## src/rtl/ng_mem_seq_if.sv

```systemverilog
`default_nettype none
// ============================================================================
//  Module      : ng_mem_seq_if
//  Description : Request/response and external-memory bundle for the
//                ng_mem_seq memory-cycle sequencer.
//                slave  - the sequencer side.
//                master - the requester plus the memory model
//                         (drives requests and MEM_RDATA).
//                Signals:
//                  ADDRESS[13:0]   resolved {BANK, S[9:0]} from decode
//                  RD_REQ, WR_REQ  single-cycle request pulses
//                  WR_DATA[15:0]   write data
//                  RD_DATA[15:0]   captured read data
//                  RD_VALID, WR_DONE, REG_HIT, WR_FAULT  completion pulses
//                  BUSY            sequencer not idle
//                  MEM_ADDR, MEM_WDATA, MEM_CS, MEM_WE, MEM_ROM  memory side
//                  MEM_RDATA[15:0] memory read data
//  Revision    : 1.0 - initial release
// ============================================================================
interface ng_mem_seq_if;
    logic [13:0] ADDRESS;
    logic        RD_REQ;
    logic        WR_REQ;
    logic [15:0] WR_DATA;
    logic [15:0] RD_DATA;
    logic        RD_VALID;
    logic        WR_DONE;
    logic        REG_HIT;
    logic        WR_FAULT;
    logic        BUSY;
    logic [13:0] MEM_ADDR;
    logic [15:0] MEM_WDATA;
    logic [15:0] MEM_RDATA;
    logic        MEM_CS;
    logic        MEM_WE;
    logic        MEM_ROM;

    modport master (
        output ADDRESS, RD_REQ, WR_REQ, WR_DATA, MEM_RDATA,
        input  RD_DATA, RD_VALID, WR_DONE, REG_HIT, WR_FAULT, BUSY,
               MEM_ADDR, MEM_WDATA, MEM_CS, MEM_WE, MEM_ROM
    );

    modport slave (
        input  ADDRESS, RD_REQ, WR_REQ, WR_DATA, MEM_RDATA,
        output RD_DATA, RD_VALID, WR_DONE, REG_HIT, WR_FAULT, BUSY,
               MEM_ADDR, MEM_WDATA, MEM_CS, MEM_WE, MEM_ROM
    );
endinterface
`default_nettype wire

```

## src/rtl/ng_mem_seq.sv

```systemverilog
`default_nettype none
// ============================================================================
//  Module      : ng_mem_seq
//  Description : Memory-cycle sequencer. Accepts one read or write request
//                while idle, classifies it (central register / illegal
//                fixed-memory write / real access), runs a timed strobe to
//                erasable or fixed memory and reports completion with a
//                one-cycle pulse. Writes to octal 20-23 are edited
//                (CYR, SR, CYL, EDOP) before reaching memory.
//  Ports       : CLK2   - clock, all state changes on posedge
//                GENRST - synchronous active-high reset
//                bus    - ng_mem_seq_if.slave (request, response, memory)
//  Revision    : 1.0 - initial release
// ============================================================================
module ng_mem_seq #(
    parameter int          WAIT_STATES = 1,        // extra strobe cycles, 0..15
    parameter logic [13:0] ERASE_TOP   = 14'o1777, // last erasable address
    parameter logic [13:0] REG_TOP     = 14'o0017  // last central register
) (
    input  wire logic   CLK2,
    input  wire logic   GENRST,
    ng_mem_seq_if.slave bus
);

    localparam logic [1:0] c_IDLE   = 2'd0;
    localparam logic [1:0] c_SETUP  = 2'd1;
    localparam logic [1:0] c_STROBE = 2'd2;
    localparam logic [1:0] c_DONE   = 2'd3;

    localparam logic [3:0] c_WS = 4'(WAIT_STATES);

    logic [1:0]  r_state;
    logic [3:0]  r_cnt;
    logic        r_is_wr;
    logic [15:0] r_rd_data;
    logic        r_rd_valid;
    logic        r_wr_done;
    logic        r_reg_hit;
    logic        r_wr_fault;
    logic [13:0] r_mem_addr;
    logic [15:0] r_mem_wdata;
    logic        r_mem_cs;
    logic        r_mem_we;
    logic        r_mem_rom;

    logic        w_rd;
    logic        w_wr;
    logic        w_last;
    logic [14:0] w_x;
    logic [15:0] w_edit;

    // A simultaneous read and write services only the read.
    assign w_rd = bus.RD_REQ;
    assign w_wr = bus.WR_REQ & ~bus.RD_REQ;

    // Last cycle with the strobe asserted: SETUP when there are no wait
    // states, otherwise the STROBE cycle whose counter has run down to 1.
    assign w_last = ((r_state == c_SETUP) && (c_WS == 4'd0)) ||
                    ((r_state == c_STROBE) && (r_cnt == 4'd1));

    // Editing transforms work on the 15-bit word; bit 15 mirrors bit 14.
    always_comb begin
        w_x    = bus.WR_DATA[14:0];
        w_edit = bus.WR_DATA;
        case (bus.ADDRESS)
            14'o0020: w_edit = {w_x[0],  w_x[0],  w_x[14:1]};   // CYR
            14'o0021: w_edit = {w_x[14], w_x[14], w_x[14:1]};   // SR
            14'o0022: w_edit = {w_x[13], w_x[13:0], w_x[14]};   // CYL
            14'o0023: w_edit = {9'd0, w_x[14:8], w_x[7]};       // EDOP
            default:  w_edit = bus.WR_DATA;
        endcase
    end

    always_ff @(posedge CLK2) begin
        if (GENRST) begin
            r_state     <= c_IDLE;
            r_cnt       <= 4'd0;
            r_is_wr     <= 1'b0;
            r_rd_data   <= 16'd0;
            r_rd_valid  <= 1'b0;
            r_wr_done   <= 1'b0;
            r_reg_hit   <= 1'b0;
            r_wr_fault  <= 1'b0;
            r_mem_addr  <= 14'd0;
            r_mem_wdata <= 16'd0;
            r_mem_cs    <= 1'b0;
            r_mem_we    <= 1'b0;
            r_mem_rom   <= 1'b0;
        end else begin
            r_rd_valid <= 1'b0;
            r_wr_done  <= 1'b0;
            r_reg_hit  <= 1'b0;
            r_wr_fault <= 1'b0;

            case (r_state)
                c_IDLE: begin
                    r_mem_rom <= 1'b0;
                    if (w_rd || w_wr) begin
                        if (bus.ADDRESS <= REG_TOP) begin
                            r_reg_hit <= 1'b1;
                            r_state   <= c_DONE;
                        end else if (w_wr && (bus.ADDRESS > ERASE_TOP)) begin
                            r_wr_fault <= 1'b1;
                            r_state    <= c_DONE;
                        end else begin
                            r_mem_addr <= bus.ADDRESS;
                            r_mem_rom  <= (bus.ADDRESS > ERASE_TOP);
                            r_is_wr    <= w_wr;
                            if (w_wr) begin
                                r_mem_wdata <= w_edit;
                            end
                            r_mem_cs   <= 1'b1;
                            r_mem_we   <= w_wr;
                            r_state    <= c_SETUP;
                        end
                    end
                end
                c_SETUP: begin
                    r_cnt   <= c_WS;
                    r_state <= (c_WS == 4'd0) ? c_DONE : c_STROBE;
                end
                c_STROBE: begin
                    r_cnt <= r_cnt - 4'd1;
                    if (r_cnt == 4'd1) begin
                        r_state <= c_DONE;
                    end
                end
                default: begin   // c_DONE
                    r_mem_rom <= 1'b0;
                    r_state   <= c_IDLE;
                end
            endcase

            // Close the strobe and report; read data is taken from the final
            // strobe cycle, where memory guarantees it is valid.
            if (w_last) begin
                r_mem_cs <= 1'b0;
                r_mem_we <= 1'b0;
                if (r_is_wr) begin
                    r_wr_done <= 1'b1;
                end else begin
                    r_rd_valid <= 1'b1;
                    r_rd_data  <= bus.MEM_RDATA;
                end
            end
        end
    end

    assign bus.RD_DATA   = r_rd_data;
    assign bus.RD_VALID  = r_rd_valid;
    assign bus.WR_DONE   = r_wr_done;
    assign bus.REG_HIT   = r_reg_hit;
    assign bus.WR_FAULT  = r_wr_fault;
    assign bus.BUSY      = (r_state != c_IDLE);
    assign bus.MEM_ADDR  = r_mem_addr;
    assign bus.MEM_WDATA = r_mem_wdata;
    assign bus.MEM_CS    = r_mem_cs;
    assign bus.MEM_WE    = r_mem_we;
    assign bus.MEM_ROM   = r_mem_rom;

endmodule
`default_nettype wire
```

## src/flat_wrapper.sv

```systemverilog
// flat-port wrapper written by rule: the top's interface ports become plain ports
module ng_mem_seq_flat 
#(
    parameter int          WAIT_STATES = 1,                                     
    parameter logic [13:0] ERASE_TOP   = 14'o1777,                         
    parameter logic [13:0] REG_TOP     = 14'o0017                          
)
  (CLK2, GENRST, bus_ADDRESS, bus_RD_REQ, bus_WR_REQ, bus_WR_DATA, bus_MEM_RDATA, bus_RD_DATA, bus_RD_VALID, bus_WR_DONE, bus_REG_HIT, bus_WR_FAULT, bus_BUSY, bus_MEM_ADDR, bus_MEM_WDATA, bus_MEM_CS, bus_MEM_WE, bus_MEM_ROM);
  ng_mem_seq_if bus_i ();
  input  wire logic CLK2;
  input  wire logic GENRST;
  input wire logic [$bits(bus_i.ADDRESS)-1:0] bus_ADDRESS;
  input wire logic [$bits(bus_i.RD_REQ)-1:0] bus_RD_REQ;
  input wire logic [$bits(bus_i.WR_REQ)-1:0] bus_WR_REQ;
  input wire logic [$bits(bus_i.WR_DATA)-1:0] bus_WR_DATA;
  input wire logic [$bits(bus_i.MEM_RDATA)-1:0] bus_MEM_RDATA;
  output wire logic [$bits(bus_i.RD_DATA)-1:0] bus_RD_DATA;
  output wire logic [$bits(bus_i.RD_VALID)-1:0] bus_RD_VALID;
  output wire logic [$bits(bus_i.WR_DONE)-1:0] bus_WR_DONE;
  output wire logic [$bits(bus_i.REG_HIT)-1:0] bus_REG_HIT;
  output wire logic [$bits(bus_i.WR_FAULT)-1:0] bus_WR_FAULT;
  output wire logic [$bits(bus_i.BUSY)-1:0] bus_BUSY;
  output wire logic [$bits(bus_i.MEM_ADDR)-1:0] bus_MEM_ADDR;
  output wire logic [$bits(bus_i.MEM_WDATA)-1:0] bus_MEM_WDATA;
  output wire logic [$bits(bus_i.MEM_CS)-1:0] bus_MEM_CS;
  output wire logic [$bits(bus_i.MEM_WE)-1:0] bus_MEM_WE;
  output wire logic [$bits(bus_i.MEM_ROM)-1:0] bus_MEM_ROM;
  assign bus_i.ADDRESS = bus_ADDRESS;
  assign bus_i.RD_REQ = bus_RD_REQ;
  assign bus_i.WR_REQ = bus_WR_REQ;
  assign bus_i.WR_DATA = bus_WR_DATA;
  assign bus_i.MEM_RDATA = bus_MEM_RDATA;
  assign bus_RD_DATA = bus_i.RD_DATA;
  assign bus_RD_VALID = bus_i.RD_VALID;
  assign bus_WR_DONE = bus_i.WR_DONE;
  assign bus_REG_HIT = bus_i.REG_HIT;
  assign bus_WR_FAULT = bus_i.WR_FAULT;
  assign bus_BUSY = bus_i.BUSY;
  assign bus_MEM_ADDR = bus_i.MEM_ADDR;
  assign bus_MEM_WDATA = bus_i.MEM_WDATA;
  assign bus_MEM_CS = bus_i.MEM_CS;
  assign bus_MEM_WE = bus_i.MEM_WE;
  assign bus_MEM_ROM = bus_i.MEM_ROM;
  ng_mem_seq #(.WAIT_STATES(WAIT_STATES), .ERASE_TOP(ERASE_TOP), .REG_TOP(REG_TOP)) u_core (.CLK2(CLK2), .GENRST(GENRST), .bus(bus_i));
endmodule
```

## config.mk

```make
export PLATFORM = sky130hd
export DESIGN_NAME = ng_mem_seq_flat
export DESIGN_NICKNAME = d
export VERILOG_FILES = /design/src/rtl/ng_mem_seq_if.sv /design/src/rtl/ng_mem_seq.sv /design/src/flat_wrapper.sv
export SDC_FILE = /design/constraint.sdc
export NUM_CORES = 1
export LEC_CHECK = 0
export BUFFER_PORTS_ARGS = -buffer_cell sky130_fd_sc_hd__buf_2
export CAP_MARGIN = 25
export CORE_MARGIN = 2
export CORE_UTILIZATION = 55
export CTS_BUF_LIST = sky130_fd_sc_hd__clkbuf_4 sky130_fd_sc_hd__clkbuf_8
export DETAILED_ROUTE_END_ITERATION = 8
export PLACE_DENSITY_LB_ADDON = 0.1
export SLEW_MARGIN = 10
export SYNTH_ARGS = -nofsm -noshare
export SYNTH_HDL_FRONTEND = slang
export SYNTH_SLANG_ARGS = --single-unit
```

## constraint.sdc

```tcl
create_clock -name CLK2 -period 3.5 [get_ports CLK2]
set_clock_uncertainty 0.2 [all_clocks]
set_input_delay 0.175 -clock CLK2 [delete_from_list [all_inputs] [get_ports CLK2]]
set_output_delay 0.175 -clock CLK2 [all_outputs]
set_load 0.01 [all_outputs]
```

==> results of run 1 <==
## per-layer routing
metal / wire (um) / part of all wire
met1: 3430 / 0.43
met2: 3820 / 0.48
met3: 470 / 0.060
met4: 170 / 0.022
met5: 0 / 0
## placed cells by master, fill, tap and decap left out, types with 3 or more instances in the layout
| cell type | count |
|---|---|
| dfxtp_1 | 60 |
| buf_2 | 103 |
| dlygate4sd3_1 | 43 |
| nor3_1 | 3 |
| a311oi_2 | 10 |
| clkbuf_8 | 12 |
| nor4_1 | 3 |
| mux2i_1 | 30 |
| buf_4 | 6 |
| o21ai_0 | 4 |
| a21oi_1 | 34 |
| nor2_1 | 16 |
| inv_1 | 6 |
| nor2b_1 | 6 |
| ha_1 | 5 |
| nand2_1 | 88 |
| o211ai_1 | 8 |
| a311oi_1 | 4 |
## how the worst max path moves through the flow
stage / start / end / cells after the start
5_1_grt: bus_ADDRESS[6] / u_core.bus.MEM_WDATA[6]$_SDFFE_PP0P_ / 6
3_3_place_gp: bus_ADDRESS[6] / u_core.bus.MEM_WDATA[6]$_SDFFE_PP0P_ / 5
4_1_cts: bus_ADDRESS[6] / u_core.bus.MEM_WDATA[3]$_SDFFE_PP0P_ / 6
6_report: bus_ADDRESS[6] / u_core.bus.MEM_WDATA[6]$_SDFFE_PP0P_ / 6
3_5_place_dp: bus_ADDRESS[6] / u_core.bus.MEM_WDATA[3]$_SDFFE_PP0P_ / 5
2_1_floorplan: bus_ADDRESS[6] / u_core.bus.MEM_WDATA[0]$_SDFFE_PP0P_ / 5
## sequential cells by signal, summed over array words and instances, names as in the netlist
signal	count
u_core.r_cnt	4
u_core.bus.MEM_ADDR	14
u_core.bus.MEM_WE	1
u_core.r_state	2
u_core.bus.REG_HIT	1
u_core.bus.MEM_WDATA	16
u_core.bus.RD_DATA	16
u_core.bus.RD_VALID	1
u_core.r_is_wr	1
u_core.bus.MEM_CS	1
u_core.bus.WR_DONE	1
u_core.bus.MEM_ROM	1
u_core.bus.WR_FAULT	1
## power breakdown
part           switching, mW  total (mW)  internal (mW)  leakage, nW
combinational          0.339       0.608          0.270         1.17
sequential            0.0483       0.810          0.761        0.487
clock                  0.268       0.725          0.457        0.122
total                  0.655        2.14           1.49         1.78
## worst max-delay path: stages
cell	delay [ns]
dlygate4sd3_1	0.53
buf_2	0.14
or4_4	0.57
nor4_4	0.85
o211ai_1	0.23
a311oi_2	0.29
## cell families (layout without fill, tap and decap cells)
kind of cell,after synthesis,after routing,share of synthesized area
and+or+nand+nor,136,136,0.223
AOI/OAI and AO/OA,71,71,0.186
DFF,60,60,0.417
muxes,30,30,0.104
buffers and inverters,28,175,0.0482
adders and majority gates,5,5,0.0217
## stage by stage
stage           util  total power [mW]  std cells  setup WS [ns]  area, um2
2_1_floorplan      -              1.21        330           1.45       2880
4_1_cts        0.803              2.14        546          0.781       4070
3_5_place_dp   0.672              1.39        487          0.989       3410
6_report       0.804              2.14        547          0.764       4080
3_3_place_gp   0.672              1.37        487           1.01       3410
5_1_grt        0.804              2.25        547          0.593       4080
## final cells by class
type | instances | area, um2 | area share
Sequential cell | 60 | 1200 | 0.294
Clock buffer | 12 | 165 | 0.0405
Clock inverter | 4 | 70.1 | 0.0172
Tap cell | 70 | 87.6 | 0.0215
Timing Repair Buffer | 152 | 991 | 0.243
Multi-Input combinational cell | 242 | 1540 | 0.377
Inverter | 7 | 26.3 | 0.00644
## repair_timing
action | 4_1_cts | 5_1_grt
endpoints found under the hold margin | 44 | 0
hold buffers | 43 | 0
endpoints found under the setup margin | 0 | 0
==> flow_metrics.env, run 1 <==
export IMPL_grt_pass1_vias=2792
export IMPL_ant_nets=0
export IMPL_min_from="bus_RD_REQ"
export IMPL_die_x_um=76.4
export IMPL_status="finished, final reports clean"
export IMPL_num_vias=2917
export IMPL_yosysSeqAreaShare=0.417
export IMPL_synth_area_um2=2880
export IMPL_busiest_layer="met2"
export IMPL_wire_per_inst_um=14.4
export IMPL_synth_flop_cell="dfxtp_1"
export IMPL_cap_violations=0
export IMPL_hp_class="primary input to register"
export IMPL_htreeDepth=3
export IMPL_grt_pass1_wl_um=13000
export IMPL_drtPass1Iterations=4
export IMPL_worstSetupPathType="primary input to register"
export IMPL_yosysMostFrequentCell="nand2_1"
export IMPL_post_cts_resize_count=0
export IMPL_max_freq_mhz=365
export IMPL_route_detailed_drc=0
export IMPL_syn_inst=330
export IMPL_required_ns=3.54
export IMPL_grt_use_met3=0.0545
export IMPL_setup_tns_final_ns=0
export IMPL_path_max_fanout=15
export IMPL_antennaDiodeCount=0
export IMPL_clk_latency_ns=0.33
export IMPL_slew_violations=0
export IMPL_ys_ff_latch=60
export IMPL_timing_hold_ws_ns=0.0360
export IMPL_powerDensity_nw_per_um2=525
export IMPL_use_met2=0.474
export IMPL_fp_row_count=26
export IMPL_post_cts_buffers=0
export IMPL_grt_usage=0.273
export IMPL_nets=527
export IMPL_crit_path_start_kind="primary input"
export IMPL_dr_first_iter_drc_count=123
export IMPL_portBuffers=103
export IMPL_cts_buffers=9
export IMPL_leakage_nw=1.78
export IMPL_r2r_start="u_core.r_cnt[0]$_SDFFE_PP0N_"
export IMPL_drive_gt1_frac=0.306
export IMPL_cts_tree="done"
export IMPL_fin_crit_sh=0.782
export IMPL_grt_start_max_net_pins=41
export IMPL_ys_async_sr_fraction=0
export IMPL_ir_worst_vdd_uv=345
export IMPL_hold_end="u_core.bus.WR_FAULT$_SDFF_PP0_"
export IMPL_wirelength_um=7890
export IMPL_syn_nets=385
export IMPL_hold_violations=0
export IMPL_ys_top_cells_by_count="88 x nand2_1, 60 x dfxtp_1, 34 x a21oi_1"
export IMPL_synth_edf_count=0
export IMPL_antenna_found_initial=0
export IMPL_dieArea_um2=5830
export IMPL_avgViaCountPerCell=5.33
export IMPL_r2r_end="u_core.bus.RD_DATA[15]$_SDFFE_PP0P_"
export IMPL_worstPathArrival_ns=2.78
export IMPL_rsz0062_at_grt="no"
export IMPL_yosys_area_top_type="dfxtp_1"
export IMPL_coreArea_um2=5070
export IMPL_dp_hpwl_um=4880
export IMPL_yosys_cell_types_count=44
export IMPL_clk_pin_slew_ns=0.07
export IMPL_area_growth_pct=41.7
export IMPL_start_util=0.568
export IMPL_grt_overflow=0
export IMPL_fin_crit_ns=2.74
export IMPL_fillers=337
export IMPL_hold_depth=3
export IMPL_yosys_warnings=0
export IMPL_io_pin_count=104
export IMPL_setup_violations=0
export IMPL_clock_path_buffers=2
export IMPL_r2r_setup_slack_ns=1.33
export IMPL_worstMarginPinSlew_ns=0.949
export IMPL_synth_top_area_share=0.417
export IMPL_setup_worst_path_end_class="register"
export IMPL_cts_root_buf="clkbuf_8"
export IMPL_clock_sinks=60
export IMPL_slew_headroom=0.363
export IMPL_use_met1=0.330
export IMPL_gp_congestion=0.791
export IMPL_synth_area_per_cell_um2=8.73
export IMPL_die_y_um=76.4
export IMPL_reg2reg_depth=5
export IMPL_synthTopCellsByArea="dfxtp_1 42%, nand2_1 11%, mux2i_1 10%"
Note: power is estimated with default switching activity, not from simulation.
==> inputs of run 2 (changes only) <==
--- a/config.mk
+++ b/config.mk
@@ -8,7 +8,7 @@
 export BUFFER_PORTS_ARGS = -buffer_cell sky130_fd_sc_hd__buf_2
 export CAP_MARGIN = 25
 export CORE_MARGIN = 2
-export CORE_UTILIZATION = 55
+export CORE_UTILIZATION = 51
 export CTS_BUF_LIST = sky130_fd_sc_hd__clkbuf_4 sky130_fd_sc_hd__clkbuf_8
 export DETAILED_ROUTE_END_ITERATION = 8
 export PLACE_DENSITY_LB_ADDON = 0.1
==> constraint.sdc (replaced) <==
create_clock -name CLK2 -period 2.7 [get_ports CLK2]
set_clock_uncertainty 0.2 [all_clocks]
set_input_delay 0.135 -clock CLK2 [delete_from_list [all_inputs] [get_ports CLK2]]
set_output_delay 0.135 -clock CLK2 [all_outputs]
set_load 0.01 [all_outputs]
==> flow_metrics.env, run 2 (same netlist as run 1, synthesis figures left out) <==
export IMPL_final_common_cell="buf_2"
export IMPL_worstSetupPathType="primary input to register"
export IMPL_fillers=415
export IMPL_die_y_um=79.2
export IMPL_grt_start_max_net_pins=41
export IMPL_cts_tree="done"
export IMPL_dr_first_iter_drc_count=120
export IMPL_nets=534
export IMPL_reg2reg_depth=7
export IMPL_dp_hpwl_um=5090
export IMPL_power_total_mw=2.86
export IMPL_pre_cts_slack_ns=0.458
export IMPL_path_max_fanout=12
export IMPL_avgViaCountPerCell=5.28
export IMPL_leakage_nw=1.82
export IMPL_die_x_um=79.2
export IMPL_gp_congestion=0.846
export IMPL_antenna_found_initial=0
export IMPL_hp_class="primary input to register"
export IMPL_required_ns=2.72
export IMPL_dieArea_um2=6260
export IMPL_slowest_delay_ns=0.57
export IMPL_drtPass1Iterations=4
export IMPL_cp_buffers_inverters=3
export IMPL_grt_pass1_wl_um=12900
export IMPL_layout_common_cells="103 x buf_2, 88 x nand2_1, 60 x dfxtp_1"
export IMPL_htreeDepth=3
export IMPL_post_cts_buffers=0
export IMPL_num_vias=2936
export IMPL_r2r_start="u_core.r_state[0]$_SDFFE_PP0P_"
export IMPL_cap_violations=0
export IMPL_grt_overflow=0
export IMPL_setup_worst_path_end_class="register"
export IMPL_r2r_setup_slack_ns=0.52
export IMPL_grt_pass1_vias=2839
export IMPL_powerDensity_nw_per_um2=688
export IMPL_worstPathCellList="dlygate4sd3_1 > buf_2 > or4_4 > nor4_1 > nor3_2 > buf_4 > mux2i_1"
export IMPL_clk_latency_ns=0.33
export IMPL_antennaDiodeCount=0
export IMPL_setup_tns_final_ns=0
export IMPL_crit_path_start_kind="primary input"
export IMPL_io_pin_count=104
export IMPL_wire_per_inst_um=14.2
export IMPL_setup_violations=0
export IMPL_ir_worst_vdd_uv=454
export IMPL_crit_slowest_cell="or4_4"
export IMPL_hold_buffers=46
export IMPL_worstMarginPinSlew_ns=0.622
export IMPL_dpl_instance_area_um2=3450
export IMPL_clock_path_buffers=2
export IMPL_clock_sinks=60
export IMPL_grt_usage=0.261
export IMPL_crit_family="simple AND/OR/NAND/NOR gates"
export IMPL_route_detailed_drc=0
export IMPL_post_cts_resize_count=0
export IMPL_fp_row_count=27
export IMPL_status="finished, final reports clean"
export IMPL_path_depth=7
export IMPL_timing_hold_ws_ns=0.0112
export IMPL_rsz0062_at_grt="no"
export IMPL_finalInstanceArea_um2=4160
export IMPL_drive_gt1_frac=0.310
export IMPL_hold_violations=0
export IMPL_cts_root_buf="clkbuf_8"
export IMPL_portBuffers=103
export IMPL_coreArea_um2=5470
export IMPL_cts_buffers=9
export IMPL_r2r_end="u_core.bus.MEM_WDATA[6]$_SDFFE_PP0P_"
export IMPL_setup_worst_path_start="bus_ADDRESS[6]"
export IMPL_slew_headroom=0.586
export IMPL_fin_crit_sh=0.914
export IMPL_clk_pin_slew_ns=0.07
export IMPL_fin_crit_ns=2.47
export IMPL_slew_violations=0
export IMPL_area_growth_pct=44.5
export IMPL_fin_ws_ns=0.232
export IMPL_wirelength_um=7890
export IMPL_crit_path_end="u_core.bus.MEM_ADDR[3]$_SDFFE_PP0P_"
export IMPL_worstPathArrival_ns=2.49
export IMPL_start_util=0.526
export IMPL_ant_nets=0
export IMPL_max_freq_mhz=405
## run 2: changes by cell type in the layout (fill, tap and decap cells not counted)
cell | previous run | this run
clkbuf_8 | 12 | 11
clkinv_2 | 2 | 1
bufinv_16 | 2 | 3
dlygate4sd3_1 | 43 | 46
clkbuf_4 | 0 | 1
buf_4 | 6 | 10
## run 2: worst min-delay path, stage by stage
cell     delay [ns]
buf_2          0.21
nand2_1        0.09
mux2i_1        0.06
## run 2: stage by stage
| stage | cells | util |
|---|---|---|
| floorplan | 330 | - |
| global placement | 494 | 0.630 |
| detailed placement | 494 | 0.630 |
| CTS | 556 | 0.761 |
| global route | 556 | 0.761 |
| finish | 556 | 0.761 |
## run 2: how the worst min path moves through the flow
stage | from | end | slack (ns) | cells past startpoint
floorplan | bus_MEM_RDATA[0] | u_core.bus.RD_DATA[0]$_SDFFE_PP0P_ | 0.07 | 2
global placement | bus_MEM_RDATA[7] | u_core.bus.RD_DATA[7]$_SDFFE_PP0P_ | 0.18 | 3
detailed placement | bus_MEM_RDATA[13] | u_core.bus.RD_DATA[13]$_SDFFE_PP0P_ | 0.18 | 3
CTS | bus_ADDRESS[0] | u_core.bus.MEM_ADDR[0]$_SDFFE_PP0P_ | 0.001 | 3
global route | bus_ADDRESS[0] | u_core.bus.MEM_ADDR[0]$_SDFFE_PP0P_ | 0.04 | 3
finish | bus_ADDRESS[0] | u_core.bus.MEM_ADDR[0]$_SDFFE_PP0P_ | 0.01 | 3
## run 2: final cells by class
cell class	count	area (um2)	share of cell area
clock buffers	12	159	0.0382
clock inverters	4	95.1	0.0228
inverters	7	26.3	0.00631
multi-input cells	242	1540	0.370
flip-flops and latches	60	1200	0.289
well taps	72	90.1	0.0216
repair buffers	159	1050	0.252
## run 2: power by group
part	switching (mW)	internal (mW)	leakage (nW)	total, mW
Sequential	0.0593	0.987	0.487	1.05
Combinational	0.440	0.356	1.21	0.796
Clock	0.349	0.673	0.130	1.02
Total	0.848	2.02	1.82	2.86
## run 2: routing by layer
| layer | wire length, um | vias up | global-route usage |
|---|---|---|---|
| met1 | 3390 | 1347 | 0.308 |
| met3 | 497 | 14 | 0.0670 |
| met5 | 0 | - | 0 |
| met4 | 174 | 0 | 0.117 |
| li1 | - | 1462 | - |
| met2 | 3830 | 113 | 0.445 |
==> inputs of run 3 (changes only) <==
--- a/config.mk
+++ b/config.mk
@@ -7,7 +7,6 @@
 export LEC_CHECK = 0
 export BUFFER_PORTS_ARGS = -buffer_cell sky130_fd_sc_hd__buf_2
 export CAP_MARGIN = 25
-export CORE_MARGIN = 2
 export CORE_UTILIZATION = 51
 export CTS_BUF_LIST = sky130_fd_sc_hd__clkbuf_4 sky130_fd_sc_hd__clkbuf_8
 export DETAILED_ROUTE_END_ITERATION = 8
==> flow_metrics.env, run 3 (same netlist as run 1, synthesis figures left out) <==
export IMPL_status="finished, final reports clean"
export IMPL_grt_usage=0.260
export IMPL_wire_per_inst_um=13.9
export IMPL_drive_gt1_frac=0.310
export IMPL_nets=531
export IMPL_coreArea_um2=5270
export IMPL_ant_nets=0
export IMPL_slew_violations=0
export IMPL_die_y_um=77.2
export IMPL_r2r_start="u_core.r_state[0]$_SDFFE_PP0P_"
export IMPL_post_cts_resize_count=0
export IMPL_cap_violations=0
export IMPL_io_pin_count=104
export IMPL_start_util=0.547
export IMPL_fin_crit_ns=2.47
export IMPL_fin_crit_sh=0.914
export IMPL_area_growth_pct=41.2
export IMPL_dp_hpwl_um=5040
export IMPL_route_detailed_drc=0
export IMPL_clock_path_buffers=2
export IMPL_dr_first_iter_drc_count=103
export IMPL_crit_path_start_kind="primary input"
export IMPL_cts_tree="done"
export IMPL_power_total_mw=2.61
export IMPL_ir_worst_vdd_uv=408
export IMPL_worstPathArrival_ns=2.47
export IMPL_grt_pass1_vias=2636
export IMPL_portBuffers=103
export IMPL_leakage_nw=1.78
export IMPL_cts_buffers=9
export IMPL_htreeDepth=3
export IMPL_antennaDiodeCount=0
export IMPL_post_cts_buffers=0
export IMPL_timing_hold_ws_ns=0.00884
export IMPL_dpl_instance_area_um2=3450
export IMPL_clk_pin_slew_ns=0.06
export IMPL_required_ns=2.71
export IMPL_antenna_found_initial=0
export IMPL_wirelength_um=7630
export IMPL_avgViaCountPerCell=5.22
export IMPL_hp_class="primary input to register"
export IMPL_rsz0062_at_grt="no"
export IMPL_clock_sinks=60
export IMPL_die_x_um=77.2
export IMPL_setup_violations=0
export IMPL_powerDensity_nw_per_um2=643
export IMPL_final_common_cell="buf_2"
export IMPL_setup_worst_path_end_class="register"
export IMPL_slew_headroom=0.432
export IMPL_max_freq_mhz=405
export IMPL_fin_ws_ns=0.231
export IMPL_grt_overflow=0
export IMPL_num_vias=2870
export IMPL_hold_depth=3
export IMPL_grt_pass1_wl_um=12400
export IMPL_min_from="bus_RD_REQ"
export IMPL_worstMarginPinSlew_ns=0.848
export IMPL_hold_violations=0
export IMPL_finalInstanceArea_um2=4070
export IMPL_pre_cts_slack_ns=0.417
export IMPL_worstSetupPathType="primary input to register"
export IMPL_setup_worst_path_start="bus_ADDRESS[6]"
export IMPL_cts_root_buf="clkbuf_8"
export IMPL_dieArea_um2=5950
export IMPL_reg2reg_depth=6
export IMPL_path_max_fanout=9
export IMPL_drtPass1Iterations=4
export IMPL_grt_start_max_net_pins=41
export IMPL_layout_common_cells="103 x buf_2, 88 x nand2_1, 60 x dfxtp_1"
export IMPL_setup_tns_final_ns=0
export IMPL_clk_latency_ns=0.32
export IMPL_fp_row_count=26
export IMPL_gp_congestion=0.809
run 3: cell count changes in the layout (fill, tap and decap cells not counted):
cell	change
bufinv_16	-3
clkbuf_8	+2
dlygate4sd3_1	-3
run 3: power by group:
group / switching (mW) / internal [mW] / leakage [nW] / total, mW
clock network: 0.333 / 0.438 / 0.102 / 0.770
logic: 0.443 / 0.353 / 1.19 / 0.796
registers: 0.0611 / 0.987 / 0.487 / 1.05
total: 0.837 / 1.78 / 1.78 / 2.61
run 3: critical path, stage by stage:
cell and delay (ns):
dlygate4sd3_1 0.53, buf_2 0.14, or4_4 0.57, or4_1 0.72
a211oi_2 0.26, o32ai_1 0.12
run 3: final timing paths:
| check | endpoint | slack (ns) |
|---|---|---|
| setup / recovery | u_core.bus.MEM_WDATA[15]$_SDFFE_PP0P_ | 0.23 |
| hold / removal | u_core.bus.WR_FAULT$_SDFF_PP0_ | 0.009 |
| setup reg to reg | u_core.bus.MEM_ADDR[5]$_SDFFE_PP0P_ | 0.39 |
| hold reg to reg | u_core.bus.RD_DATA[3]$_SDFFE_PP0P_ | 0.25 |
run 3: cell type report:
type	count	area, um2
clock buffer	14	186
clock inverter	1	5.00
fill	391	1200
inverter	7	26.3
multi-input combinational	242	1540
sequential	60	1200
tap	70	87.6
timing repair buffer	156	1020
run 3: metal layers:
metal,global-route usage,wire (um)
met5,0,0
met4,0.113,119
met3,0.0429,353
met2,0.434,3600
met1,0.329,3560
run 3: per-stage QoR:
step	utilization	std cells
global route	0.772	550
finish	0.772	550
CTS	0.772	550
floorplan	-	330
detailed placement	0.654	492
global placement	0.654	492
run 3: repair_timing:
item,4_1_cts,5_1_grt
hold buffers,43,0
setup endpoints to repair,0,0
hold endpoints to repair,44,0
